## src/rtl/pwm_duty_meter_if.sv

```systemverilog
// PWM duty meter bus: the sampled PWM line plus the measurement results.
// master = meter side (consumes pwm_in, drives results).
// slave  = link/consumer side (drives pwm_in, reads results).
interface pwm_duty_meter_if #(
  parameter int CNT_W = 16
);
  logic             pwm_in;
  logic [CNT_W-1:0] high_cycles;
  logic [CNT_W-1:0] period_cycles;
  logic             meas_valid;
  logic             stuck;
  logic             stuck_level;

  modport master (
    input  pwm_in,
    output high_cycles,
    output period_cycles,
    output meas_valid,
    output stuck,
    output stuck_level
  );

  modport slave (
    output pwm_in,
    input  high_cycles,
    input  period_cycles,
    input  meas_valid,
    input  stuck,
    input  stuck_level
  );
endinterface

```

## src/rtl/pwm_duty_meter.sv

```systemverilog
// PWM duty meter: measures high time and period of an asynchronous PWM line
// in CLK cycles, reports each completed period, flags a stuck line.
// Optional build macro: PWM_DEGLITCH_EN -- 3-sample majority filter after the
// synchronizer (one extra cycle of latency, rejects 1-cycle glitches).
//
// state     | meaning
// ----------+-------------------------------------------------------------
// ST_SYNC   | no period reference yet (after reset or stuck); wait for rise
// ST_HIGH   | line high inside a measured period
// ST_LOW    | line low; next rise closes the period and reports it
module pwm_duty_meter #(
  parameter int CNT_W   = 16,
  parameter int TIMEOUT = 65535
) (
  input logic             CLK,
  input logic             RST,
  pwm_duty_meter_if.master bus
);

  typedef enum logic [1:0] {
    ST_SYNC = 2'd0,
    ST_HIGH = 2'd1,
    ST_LOW  = 2'd2
  } state_t;

  localparam logic [CNT_W-1:0] CNT_MAX   = '1;
  localparam logic [CNT_W-1:0] CNT_ONE   = CNT_W'(1);
  localparam logic [CNT_W-1:0] TIMEOUT_C = CNT_W'(TIMEOUT);

  state_t           state_q, state_d;
  logic             sync1_q, sync2_q;
  logic             s, s_d_q;
  logic             rise, fall, timeout;
  logic [CNT_W-1:0] per_ctr_q, hi_ctr_q;
  logic [CNT_W-1:0] high_q, period_q;
  logic             valid_q;
  logic             stuck_q, stuck_d;
  logic             stuck_lvl_q, stuck_lvl_d;
  logic             report;

  // two-flop synchronizer for the asynchronous line
  always_ff @(posedge CLK) begin
    if (RST) begin
      sync1_q <= 1'b0;
      sync2_q <= 1'b0;
    end else begin
      sync1_q <= bus.pwm_in;
      sync2_q <= sync1_q;
    end
  end

`ifdef PWM_DEGLITCH_EN
  logic hist1_q, hist2_q;

  // sample history for the majority vote
  always_ff @(posedge CLK) begin
    if (RST) begin
      hist1_q <= 1'b0;
      hist2_q <= 1'b0;
    end else begin
      hist1_q <= sync2_q;
      hist2_q <= hist1_q;
    end
  end

  assign s = (sync2_q & hist1_q) | (sync2_q & hist2_q) | (hist1_q & hist2_q);
`else
  assign s = sync2_q;
`endif

  // delayed copy of the conditioned level for edge detection
  always_ff @(posedge CLK) begin
    if (RST) s_d_q <= 1'b0;
    else     s_d_q <= s;
  end

  assign rise    = s & ~s_d_q;
  assign fall    = ~s & s_d_q;
  // a rise in the same cycle wins over the timeout
  assign timeout = (per_ctr_q == TIMEOUT_C) & ~rise;

  // period and high-time counters, restarted at 1 on every rise, saturating
  always_ff @(posedge CLK) begin
    if (RST) begin
      per_ctr_q <= '0;
      hi_ctr_q  <= '0;
    end else if (rise) begin
      per_ctr_q <= CNT_ONE;
      hi_ctr_q  <= CNT_ONE;
    end else begin
      if (per_ctr_q != CNT_MAX) per_ctr_q <= per_ctr_q + CNT_ONE;
      if (s && (hi_ctr_q != CNT_MAX)) hi_ctr_q <= hi_ctr_q + CNT_ONE;
    end
  end

  // state, stuck flag and result registers
  always_ff @(posedge CLK) begin
    if (RST) begin
      state_q     <= ST_SYNC;
      stuck_q     <= 1'b0;
      stuck_lvl_q <= 1'b0;
      valid_q     <= 1'b0;
      high_q      <= '0;
      period_q    <= '0;
    end else begin
      state_q     <= state_d;
      stuck_q     <= stuck_d;
      stuck_lvl_q <= stuck_lvl_d;
      valid_q     <= report;
      if (report) begin
        high_q   <= hi_ctr_q;
        period_q <= per_ctr_q;
      end
    end
  end

  // next-state, stuck tracking and report strobe
  always_comb begin
    state_d     = state_q;
    stuck_d     = stuck_q;
    stuck_lvl_d = stuck_q ? s : stuck_lvl_q;
    report      = 1'b0;
    if (timeout) begin
      state_d     = ST_SYNC;
      stuck_d     = 1'b1;
      stuck_lvl_d = s;
    end else begin
      case (state_q)
        ST_SYNC: begin
          if (rise) begin
            state_d = ST_HIGH;
            stuck_d = 1'b0;
          end
        end
        ST_HIGH: begin
          if (fall) state_d = ST_LOW;
        end
        ST_LOW: begin
          if (rise) begin
            state_d = ST_HIGH;
            report  = 1'b1;
          end
        end
        default: state_d = ST_SYNC;
      endcase
    end
  end

  assign bus.high_cycles   = high_q;
  assign bus.period_cycles = period_q;
  assign bus.meas_valid    = valid_q;
  assign bus.stuck         = stuck_q;
  assign bus.stuck_level   = stuck_lvl_q;

endmodule

```

## src/flat_wrapper.sv

```systemverilog
// flat-port wrapper written by rule: the top's interface ports become plain ports
module pwm_duty_meter_flat 
#(
  parameter int CNT_W   = 16,
  parameter int TIMEOUT = 65535
)
  (CLK, RST, bus_pwm_in, bus_high_cycles, bus_period_cycles, bus_meas_valid, bus_stuck, bus_stuck_level);
  pwm_duty_meter_if #(.CNT_W(CNT_W)) bus_i ();
  input logic CLK;
  input logic RST;
  input wire logic [$bits(bus_i.pwm_in)-1:0] bus_pwm_in;
  output wire logic [$bits(bus_i.high_cycles)-1:0] bus_high_cycles;
  output wire logic [$bits(bus_i.period_cycles)-1:0] bus_period_cycles;
  output wire logic [$bits(bus_i.meas_valid)-1:0] bus_meas_valid;
  output wire logic [$bits(bus_i.stuck)-1:0] bus_stuck;
  output wire logic [$bits(bus_i.stuck_level)-1:0] bus_stuck_level;
  assign bus_i.pwm_in = bus_pwm_in;
  assign bus_high_cycles = bus_i.high_cycles;
  assign bus_period_cycles = bus_i.period_cycles;
  assign bus_meas_valid = bus_i.meas_valid;
  assign bus_stuck = bus_i.stuck;
  assign bus_stuck_level = bus_i.stuck_level;
  pwm_duty_meter #(.CNT_W(CNT_W), .TIMEOUT(TIMEOUT)) u_core (.CLK(CLK), .RST(RST), .bus(bus_i));
endmodule
```

## config.mk

```make
export PLATFORM = sky130hd
export DESIGN_NAME = pwm_duty_meter_flat
export DESIGN_NICKNAME = d
export VERILOG_FILES = /design/src/rtl/pwm_duty_meter_if.sv /design/src/rtl/pwm_duty_meter.sv /design/src/flat_wrapper.sv
export SDC_FILE = /design/constraint.sdc
export NUM_CORES = 1
export LEC_CHECK = 0
export ABC_AREA = 0
export CORE_ASPECT_RATIO = 1.25
export CORE_MARGIN = 2
export CORE_UTILIZATION = 30
export CTS_CLUSTER_SIZE = 40
export DETAILED_ROUTE_END_ITERATION = 16
export GPL_TIMING_DRIVEN = 0
export HOLD_SLACK_MARGIN = 0.06
export PLACE_DENSITY = 0.47
export SLEW_MARGIN = 5
export SYNTH_ARGS = -nofsm -noshare
export SYNTH_HDL_FRONTEND = slang
export SYNTH_SLANG_ARGS = --single-unit
```

## constraint.sdc

```tcl
create_clock -name CLK -period 1.7 [get_ports CLK]
set_clock_uncertainty 0.1 [all_clocks]
set_input_delay 0.255 -clock CLK [delete_from_list [all_inputs] [get_ports CLK]]
set_output_delay 0.255 -clock CLK [all_outputs]
set_load 0.02 [all_outputs]
```

==> impl_metrics.py <==
metrics = {
    "logic_synthesis": {
        "async_reset_ff_frac": 0,
        "synthXorXnorAreaFrac": 0,
        "ys_seq_elements": 72,
        "synth-compound-area-share": 0.196,
        "synth_top_family_by_area": "simple AND/OR/NAND/NOR gates",
        "synthMuxAreaShare": 0.0162,
        "yosys.area_share.adder": 0.00808,
        "syn_avg_cell_area_um2": 8.37,
        "synth_warnings": 0,
        "synthSimpleGateAreaFrac": 0.271,
        "synth_edf_count": 0,
        "syn-num-nets": 375,
        "synthesis.instances": 370,
        "synth_seq_area_share": 0.466,
        "synth_cell_type_count": 45,
        "netlist_area_um2": 3100,
        "synth_ff_type": "dfxtp_1",
    },
    "sta": {
        "hold_viol_final": 0,
        "period_share": 0.996,
        "final_max_slew_viol_count": 0,
        "setup_viol": 0,
        "timing.final.ws_setup_ns": 0.00602,
        "rsz0062_at_grt": "yes",
        "fmax_mhz": 590,
        "hold_ws_ns": 0.344,
        "post-route-min-period_ns": 1.69,
        "slew_headroom": 0.646,
        "worstMarginPinSlew_ns": 0.531,
    },
    "placed_design": {
        "post-place-ws_ns": -0.841,
        "port_buffers": 37,
        "place_area_um2": 3630,
        "dpl.cell_count": 536,
        "dp_hpwl_mm": 5.94,
        "finalWeightedCongestion": 0.792,
    },
    "global_route": {
        "overflow": 0,
        "grt_pass1_vias": 2752,
        "grt_pass1_wl_mm": 13.7,
        "grt_usage": 0.161,
        "grt_antenna_before_repair": 0,
        "grt_max_degree": 12,
    },
    "critical_path": {
        "r2r-end": "u_core.hi_ctr_q[10]",
        "max_stage_delay_ns": 0.37,
        "cpMostUsedCell": "buf_4",
        "crit_end": "u_core.hi_ctr_q[10]",
        "arrival_ns": 1.81,
        "reg2reg_from": "u_core.hi_ctr_q[0]",
        "path_cells": "ha_4, and3_4, o211ai_1, buf_4, buf_4, o311ai_2, o41ai_1",
        "startpoint": "u_core.hi_ctr_q[0]",
        "r2r_cells": 7,
        "critical_path_required_ns": 1.81,
        "reg2reg_slack_ns": 0.006,
        "critPathLaunchType": "register",
        "crit_slowest_cell": "dfxtp_4",
        "cp_max_fo": 4,
        "cp-end-kind": "register",
        "critPathKind": "register to register",
    },
    "clock_network": {
        "cts_buffers": 9,
        "root_buffer": "clkbuf_16",
        "cts_tree": "built",
        "htreeDepth": 3,
        "cts_hold_buf": 0,
        "cts_sinks": 72,
        "path_clk_slew_ns": 0.06,
        "clk-insertion-delay-late_ns": 0.34,
        "clockBufferDepth": 2,
    },
    "route": {
        "vias": 2972,
        "drt_iter0_drc": 83,
        "drtPass1Iterations": 4,
        "drc_errors": 0,
        "drt-total-wl_mm": 8.68,
        "routed_via_density": 5.26,
        "post_drt_wl_per_cell_um": 15.4,
        "postRouteAntennaNets": 0,
    },
    "cells_and_area": {
        "syn2layout_area_growth_pct": 36.2,
        "fin_nets": 436,
        "layout-drive-gt1-share": 0.234,
        "final_cell_count_no_fill": 565,
        "post-route-cell-area_um2": 4220,
        "antenna_cells": 0,
    },
    "pwr": {
        "ir_drop_v": 0.000447,
        "power.density_nw_per_um2": 842,
        "p_leak_nw": 1.41,
    },
    "outcome": {
        "outcome": "finished clean",
    },
    "floorplanning": {
        "die-area_um2": 11200,
        "coreArea_um2": 10100,
        "rows": 41,
        "fp.dieH_um": 118,
        "ios": 38,
        "initial_core_util": 0.308,
        "die_x_um": 94.9,
    },
    "job": {
        "drv_cap": 0,
    },
    "min_path": {
        "hold_path.class": "register to register",
    },
}
## report_power, final
| group | total [mW] | leakage, nW | switching [mW] | internal, mW |
|---|---|---|---|---|
| logic | 0.124 | 0.676 | 0.0780 | 0.0464 |
| registers | 1.71 | 0.596 | 0.0171 | 1.69 |
| clock network | 1.71 | 0.136 | 0.698 | 1.02 |
## registers in the layout, summed over array words and instances (netlist names)
signal,cells
u_core.bus.high_cycles,16
u_core.bus.period_cycles,16
u_core.hi_ctr_q,16
u_core.per_ctr_q,16
u_core.state_q,2
u_core.bus.meas_valid,1
u_core.bus.stuck,1
u_core.bus.stuck_level,1
u_core.s,1
u_core.s_d_q,1
u_core.sync1_q,1
## worst min-delay path by stage
stage / cells past startpoint / endpoint / start
final: 1 / u_core.s / u_core.sync1_q
after global routing: 2 / u_core.bus.high_cycles[5] / u_core.bus.high_cycles[5]
after CTS: 1 / u_core.s / u_core.sync1_q
after detailed placement: 1 / u_core.s / u_core.sync1_q
after global placement: 1 / u_core.s / u_core.sync1_q
after floorplan: 1 / u_core.sync1_q / bus_pwm_in
## area by class of cell
| class | count | area, µm² |
|---|---|---|
| Sequential cell | 72 | 1490 |
| Multi-Input combinational cell | 270 | 1630 |
| Clock inverter | 4 | 20.0 |
| Inverter | 6 | 26.3 |
| Buffer | 21 | 154 |
| Fill cell | 1072 | 5840 |
| Clock buffer | 12 | 246 |
| Timing Repair Buffer | 51 | 493 |
| Tap cell | 129 | 161 |
## what timing repair did
item | CTS | global route
pin swaps | 2 | 6
gates resized for setup | 37 | 55
endpoints found under the setup margin | 62 | 63
setup buffers | 4 | 10
## cells by family after synthesis
logic type	after synthesis
AO/OA/AOI/OAI	100
adder cells (fa/ha/maj)	2
AND/OR/NAND/NOR	163
buffers and inverters	28
flip-flops	72
multiplexers	5
## layer usage
layer | part of all wire | track usage | vias to the layer above | routed length [µm]
met1 | 0.45 | 0.194 | 1427 | 3870
li1 | - | - | 1479 | -
met5 | 0 | 0 | - | 0
met3 | 0.028 | 0.0327 | 14 | 243
met2 | 0.51 | 0.266 | 52 | 4410
met4 | 0.018 | 0.0833 | 0 | 160
## cells in the final DEF (no fill, tap or decap), drive strengths merged, types with 2 or more instances in the layout
master | synthesis | layout
o31ai | 10 | 10
nor2 | 5 | 5
o211ai | 4 | 4
ha | 2 | 2
clkinv | 1 | 4
nor4 | 3 | 3
a21oi | 57 | 57
a31oi | 2 | 2
a2111o | 2 | 2
o21ai | 12 | 12
and4 | 8 | 8
buf | 8 | 26
and2 | 3 | 3
nand3 | 14 | 14
o311ai | 3 | 3
nor3 | 4 | 4
mux2i | 5 | 5
nor2b | 4 | 4
inv | 5 | 5
nand2 | 86 | 86
clkdlybuf4s50 | 0 | 35
clkbuf | 14 | 21
o41ai | 4 | 4
or3 | 10 | 10
nand4 | 10 | 10
dfxtp | 72 | 72
or4 | 10 | 10
and3 | 3 | 3
## critical path, delay by kind of cell (launching register included)
family,cells,cell delay [ns]
AOI/OAI and AO/OA,3,0.42
DFF,1,0.37
adders and majority gates,1,0.16
buffers and inverters,2,0.31
and+or+nand+nor,1,0.21
## Yosys cell counts, types with 2 or more instances
library cell | count | area [µm²]
mux2i_1 | 5 | 50.1
buf_2 | 2 | 10.0
o31ai_1 | 10 | 75.1
nor2_1 | 4 | 15.0
and2_1 | 3 | 18.8
a2111o_1 | 2 | 22.5
or3_1 | 10 | 62.6
o311ai_0 | 3 | 26.3
a21oi_1 | 57 | 285
or4_1 | 10 | 75.1
nand4_1 | 9 | 56.3
nor4_1 | 2 | 12.5
and4_2 | 2 | 20.0
dfxtp_1 | 72 | 1440
buf_4 | 5 | 37.5
nor3_1 | 4 | 20.0
and4_1 | 5 | 43.8
nand3_1 | 13 | 65.1
ha_1 | 2 | 25.0
o211ai_1 | 4 | 30.0
and3_1 | 2 | 12.5
o41ai_1 | 4 | 35.0
nor2b_1 | 4 | 25.0
o21ai_0 | 12 | 60.1
nand2_1 | 86 | 323
clkbuf_1 | 14 | 52.6
a31oi_1 | 2 | 12.5
inv_1 | 5 | 18.8
## metrics by stage
| step | TNS (ns) | utilization | total power [mW] |
|---|---|---|---|
| after floorplan | 0 | - | 1.81 |
| after global placement | -24.73 | 0.361 | 1.86 |
| after detailed placement | -25.21 | 0.361 | 1.86 |
| after CTS | 0 | 0.400 | 3.60 |
| after global routing | -0.152 | 0.419 | 3.70 |
| final | 0 | 0.419 | 3.55 |
Note: power is estimated with default switching activity, not from simulation.
